File: config.mk
export PLATFORM = sky130hd
export DESIGN_NAME = ps2_frame_rx
export DESIGN_NICKNAME = d
export VERILOG_FILES = /design/src/rtl/ps2_frame_rx.sv
export SDC_FILE = /design/constraint.sdc
export NUM_CORES = 1
export LEC_CHECK = 0
export BUFFER_PORTS_ARGS = -buffer_cell sky130_fd_sc_hd__buf_2
export CAP_MARGIN = 5
export CORE_MARGIN = 2
export CORE_UTILIZATION = 35
export CTS_CLUSTER_SIZE = 14
export DETAILED_ROUTE_END_ITERATION = 10
export GPL_TIMING_DRIVEN = 0
export HOLD_SLACK_MARGIN = 0.05
export SLEW_MARGIN = 10
export SYNTH_ARGS = -nofsm -noshare
export SYNTH_HDL_FRONTEND = slang
export SYNTH_SLANG_ARGS = --single-unit
File: constraint.sdc
create_clock -name iClk -period 3.2 [get_ports iClk]
set_clock_uncertainty 0.05 [all_clocks]
set_input_delay 0.8 -clock iClk [delete_from_list [all_inputs] [get_ports iClk]]
set_output_delay 0.8 -clock iClk [all_outputs]
set_load 0.005 [all_outputs]
File: src/rtl/ps2_frame_rx.sv
// PS/2 device-to-host frame receiver: synchronise, glitch-filter, deserialise, check.
// Define PS2_RX_PARITY_CHECK_EN to enforce odd parity; otherwise the parity bit is ignored.
module ps2_frame_rx #(
  parameter int FILTER_LEN     = 8,
  parameter int TIMEOUT_CYCLES = 25000
) (
  input  logic       iClk,
  input  logic       iRst,
  input  logic       iInhibit,
  input  logic       iPs2Clk,
  input  logic       iPs2Dat,
  output logic       oPs2Clk,
  output logic       oPs2Dat,
  output logic       oRx,
  output logic [7:0] oRxData,
  output logic       oErr
);

  localparam int FW       = $clog2(FILTER_LEN + 1);
  localparam int TW       = $clog2(TIMEOUT_CYCLES + 1);
  localparam int MASK_LEN = FILTER_LEN + 3;
  localparam int MW       = $clog2(MASK_LEN + 1);

  typedef enum logic [1:0] {IDLE, DATA, CHECK} state_t;

  state_t        state_q, state_d;
  logic          csync1_q, csync1_d, csync2_q, csync2_d;
  logic          dsync1_q, dsync1_d, dsync2_q, dsync2_d;
  logic [FW-1:0] fcnt_q, fcnt_d;
  logic          fclk_q, fclk_d, fprev_q, fprev_d;
  logic          pclk_q, pclk_d;
  logic [MW-1:0] mask_q, mask_d;
  logic [3:0]    bitcnt_q, bitcnt_d;
  logic [9:0]    shreg_q, shreg_d;
  logic [TW-1:0] tcnt_q, tcnt_d;
  logic          rx_q, rx_d, err_q, err_d;
  logic [7:0]    data_q, data_d;
  logic          hold, fall, par_ok;

  always_comb begin
    csync1_d = iPs2Clk;
    csync2_d = csync1_q;
    dsync1_d = iPs2Dat;
    dsync2_d = dsync1_q;
    fclk_d   = fclk_q;
    fcnt_d   = '0;
    if (csync2_q != fclk_q) begin
      if (fcnt_q == FW'(FILTER_LEN - 1)) fclk_d = csync2_q;
      else fcnt_d = fcnt_q + 1'b1;
    end
    fprev_d = fclk_q;
    pclk_d  = ~iInhibit;
    // Keep masking until our own pull-down has drained out of sync + filter
    if (!pclk_q) mask_d = MW'(MASK_LEN);
    else if (mask_q != '0) mask_d = mask_q - 1'b1;
    else mask_d = mask_q;
  end

  assign hold = iInhibit | ~pclk_q | (mask_q != '0);
  assign fall = fprev_q & ~fclk_q & ~hold;

`ifdef PS2_RX_PARITY_CHECK_EN
  assign par_ok = ^shreg_q[8:0];
`else
  assign par_ok = 1'b1;
`endif

  always_comb begin
    state_d  = state_q;
    bitcnt_d = bitcnt_q;
    shreg_d  = shreg_q;
    tcnt_d   = tcnt_q;
    rx_d     = 1'b0;
    err_d    = 1'b0;
    data_d   = data_q;
    unique case (state_q)
      IDLE: begin
        tcnt_d = '0;
        if (fall && !dsync2_q) begin
          state_d  = DATA;
          bitcnt_d = '0;
        end
      end
      DATA: begin
        if (fall) begin
          shreg_d  = {dsync2_q, shreg_q[9:1]};
          tcnt_d   = '0;
          bitcnt_d = bitcnt_q + 4'd1;
          if (bitcnt_q == 4'd9) state_d = CHECK;
        end else if (tcnt_q == TW'(TIMEOUT_CYCLES - 1)) begin
          err_d   = 1'b1;
          state_d = IDLE;
        end else begin
          tcnt_d = tcnt_q + 1'b1;
        end
      end
      CHECK: begin
        state_d = IDLE;
        if (shreg_q[9] && par_ok) begin
          rx_d   = 1'b1;
          data_d = shreg_q[7:0];
        end else begin
          err_d = 1'b1;
        end
      end
      default: state_d = IDLE;
    endcase
    if (hold) begin
      state_d = IDLE;
      rx_d    = 1'b0;
      err_d   = 1'b0;
      data_d  = data_q;
    end
  end

  always_ff @(posedge iClk or posedge iRst) begin
    if (iRst) begin
      state_q  <= IDLE;
      csync1_q <= 1'b1;
      csync2_q <= 1'b1;
      dsync1_q <= 1'b1;
      dsync2_q <= 1'b1;
      fcnt_q   <= '0;
      fclk_q   <= 1'b1;
      fprev_q  <= 1'b1;
      pclk_q   <= 1'b1;
      mask_q   <= '0;
      bitcnt_q <= '0;
      shreg_q  <= '0;
      tcnt_q   <= '0;
      rx_q     <= 1'b0;
      err_q    <= 1'b0;
      data_q   <= 8'h00;
    end else begin
      state_q  <= state_d;
      csync1_q <= csync1_d;
      csync2_q <= csync2_d;
      dsync1_q <= dsync1_d;
      dsync2_q <= dsync2_d;
      fcnt_q   <= fcnt_d;
      fclk_q   <= fclk_d;
      fprev_q  <= fprev_d;
      pclk_q   <= pclk_d;
      mask_q   <= mask_d;
      bitcnt_q <= bitcnt_d;
      shreg_q  <= shreg_d;
      tcnt_q   <= tcnt_d;
      rx_q     <= rx_d;
      err_q    <= err_d;
      data_q   <= data_d;
    end
  end

  assign oPs2Clk = pclk_q;
  assign oPs2Dat = 1'b1;
  assign oRx     = rx_q;
  assign oErr    = err_q;
  assign oRxData = data_q;

endmodule

==> results.md <==
- The run finished with clean final reports.
- The gate count after technology mapping is about 230.
- The hold-fix buffer count after cts is 0.
- The largest family of logic cells by synthesized area is simple AND/OR/NAND/NOR gates.
- In this run, distinct cell masters in the synthesized netlist total 53.
- The routed length per placed instance is 12.9 um.
- The tightest hold path in the finished design has a slack of between 0.3 and 0.4 ns.
- Setup violations remaining at the end of the flow were counted as 0.
- The root buffer cell is clkbuf_8.
- The core region is 0.00725 mm2.
- The proportion of layout cells with a drive suffix above 1 is 25.2%.
- Summing the areas of all xor and xnor instances in the mapped netlist gives 2.67% of the synthesized area.
- The floorplan step defined a die boundary enclosing approximately 0.0082 mm2.
- OpenSTA, run right after detailed placement, puts the worst setup slack at 0.951 ns.
- The number of antenna violations at the first check in global routing came to 0.
- Of the total synthesized cell area, the portion taken by AND, OR, NAND and NOR gates is ~17%.
- The final design area excluding fillers is slightly below 0.003 mm2.
- Counting every net in the synthesized netlist gives 239.
- The power density over cell area is approximately 430 mW/mm2.
- Max-cap violations in this run came to 0.
- The hold violation total from the final report is 0.
- The count of nets left with antenna violations once routing finished came out at 0.
- Post-CTS timing repair inserted 0 buffers for setup.
- The compound-gate portion of the synthesized area is around 11%.
- The count of warnings emitted by yosys is 0.
- Of all flip-flops after synthesis, the portion carrying an async set or reset was 100%.
- The initial cell density of the core is between 30% and 40%.
- The post-route DRC violation count is 0.
- The final antenna diode count is 0.
- The number of flops mapped to enable cells by yosys is 0.
- The remaining global-route overflow is 0.
- The clock drives 56 sinks.
- The pre-antenna-repair detailed-routing pass consisted of 4 iterations.
- The count of buffers added on input and output ports is 15.
- The number of global-route vias before repair is between 1500 and 2000.
- The power after layout is 1.26 mW.
- The path type of the worst min-delay path is reg -> reg.
- At the pin with the least slew margin, the transition time is 0.722 ns.
- The share of synthesized area occupied by flip-flops and latches is between 50% and 60%.
- Once layout is complete, the cells apart from fillers number approximately 350.
- Relative to the synthesized area, the layout overhead comes to 11.7%.
- The critical path startpoint category is a register.
- The horizontal extent of the die is between 90 and 100 um.
- The final-report max-slew violation count is 0.
- Of all nets on the critical path, the largest fanout is 10.
- The H-tree was split into 2 levels.
- The setup TNS is 0 ns.
- The first global-routing pass estimated 7780 um of wire.
- The final net count is 262.
- The cell area after synthesis is about 0.0026 mm2.
- The clock latency on the worst-skew pair is between 0.3 and 0.4 ns.
- The worst endpoint data arrival time is approximately 2.4 ns.
- After detailed placement, the total cell area comes to approximately 0.0028 mm2.
- The number of cells in the design after placement is between 300 and 400.
- After Yosys synthesis, full adders, half adders and majority gates account for under 10% of the synthesized area.
- The maximum root-to-sink buffer count is 2.
- In this run the core area contains 31 standard-cell rows.
- The pin count of the biggest net entering global routing is 37.
- The headroom to the max-slew limit is about half.
- The half-perimeter wire length of the detailed placement result is 3180 um.
- The most used flip-flop cell after synthesis is dfrtp_1.
- The critical path is of the reg -> reg type.
- The final weighted congestion in routability-driven placement is just under 0.8.
- Across all layers, the routed design uses 1743 vias.
- The total routing usage reported by global routing is between 10% and 20%.
- Using the TritonRoute via totals, the vias-per-cell ratio works out to 4.99.
- After detailed routing, the total wire length is roughly 4500 um.
- Cells fill between 40% and 50% of the core in the end.
- Setup slack closes at between 0.9 and 1 ns.
- At the worst endpoint, the required time is between 3 and 4 ns.
- The worst setup path is captured at a register.
- The mux contribution to synthesized area is under 10%.
- The number of top-level pins is 17.
- Timing would allow up to 0.447 GHz.
- The vertical die dimension is ~91 um.
- Gates resized during post-CTS repair numbered 0.
- For the finished layout, the period the worst path requires is about 2.2 ns.
- The clock transition at the registers of the reported paths is around 0.10 ns.
- TritonCTS built the clock tree.
- The count of routing violations after the opening detailed-route iteration is roughly 120.
- The number of synthesized register bits is between 50 and 60.
- The peak ir drop on the vdd network is ~0.00019 V.
- Of the available clock period, the critical path in the final layout requires between 60% and 70%.
- The leakage power figure is between 1 and 1.5 nW.
- The filler cells instantiated in the layout total 736.
- Setup repair after global routing left no endpoint under its margin.
- The number of clock buffers added by TritonCTS is 5.
- The post-synthesis area per instance is about 12 um2.
## synthesized netlist by cell type (3+ instances only)
cell type   n  area [um2]
dfstp_2     7         184
nand2b_1    4        25.0
mux2_2     20         225
dfrtp_1    49        1230
and3_1      3        18.8
nor3_1      6        30.0
o21ai_1     5        25.0
ha_1        8         100
or3_1       5        31.3
a31oi_1     3        18.8
and2_1      4        25.0
nand2_1    16        60.1
nor2_1     13        48.8
inv_1      11        41.3
o21ai_0     4        20.0
nand3_1     9        45.0
xnor2_1     8        70.1
a21oi_1     7        35.0
nor2b_1     3        18.8
## worst max-delay path, cell delays in order (launching register included)
cell and delay [ns]:
dfrtp_1 0.43, inv_1 0.12, ha_1 0.15, buf_4 0.15
o211ai_2 0.19, or4_4 0.60, or4_1 0.41, nand2_1 0.08
## layout make-up
| type | count | area (um2) | share of cell area, % |
|---|---|---|---|
| plain buffers | 5 | 35.0 | 1.20 |
| clock buffers | 6 | 72.6 | 2.48 |
| clock inverters | 2 | 16.3 | 0.556 |
| inverters | 11 | 41.3 | 1.41 |
| multi-input cells | 154 | 1130 | 38.7 |
| flip-flops and latches | 56 | 1410 | 48.2 |
| well taps | 99 | 124 | 4.23 |
| repair buffers | 16 | 95.1 | 3.25 |
## final timing paths
kind,start,endpoint,slack (ns),cells after the start
min in group asynchronous,iRst,oRx,0.44,2
worst min-delay path,dsync1_q,dsync2_q,0.31,0
worst max-delay path,state_q[1],tcnt_q[11],0.96,7
worst max register to register,state_q[1],tcnt_q[11],0.96,7
worst min register to register,dsync1_q,dsync2_q,0.31,0
max in group asynchronous,iRst,dsync2_q,2.05,3
## cells in the final DEF (no fill, tap or decap), types with 2 or more instances in the layout
master	count
dfrtp_1	49
mux2_2	20
nand2_1	16
buf_2	16
nor2_1	13
inv_1	10
nand3_1	9
xnor2_1	8
ha_1	8
a21oi_1	7
dfstp_2	7
nor3_1	6
o21ai_1	5
or3_1	5
clkbuf_8	5
and2_1	4
o21ai_0	4
nand2b_1	4
nor2b_1	3
a31oi_1	3
and3_1	3
clkbuf_1	2
buf_4	2
nor4b_1	2
a221oi_1	2
o22ai_1	2
a22o_1	2
o221ai_1	2
or4_1	2
## report_power, final
part | switching (mW) | internal (mW) | total, mW
registers | 0.0285 | 0.750 | 0.779
clock network | 0.228 | 0.156 | 0.384
logic | 0.0542 | 0.0462 | 0.100
## layer usage
metal	global-route usage (%)	up-vias	wire, um
li1	-	855	-
met1	16.2	857	2280
met2	17.2	24	2000
met3	2.84	7	142
met4	5.00	0	86
met5	0	-	0
## registers in the layout, indices dropped and copies added (netlist names)
name	count
dsync2_q	1
oRxData	8
fcnt_q	4
dsync1_q	1
fprev_q	1
tcnt_q	15
oRx	1
csync2_q	1
state_q	2
csync1_q	1
fclk_q	1
mask_q	4
oPs2Clk	1
oErr	1
shreg_q	10
bitcnt_q	4
## cell families (layout without fill, tap and decap cells)
| family | Yosys count | count (layout) |
|---|---|---|
| adder cells (fa/ha/maj) | 8 | 8 |
| AND/OR/NAND/NOR | 78 | 78 |
| multiplexers | 21 | 21 |
| buffers and inverters | 16 | 40 |
| AO/OA/AOI/OAI | 38 | 38 |
| XOR/XNOR | 8 | 8 |
| flip-flops | 56 | 56 |
| other | 1 | 1 |
(Power assumes the default switching activity.)
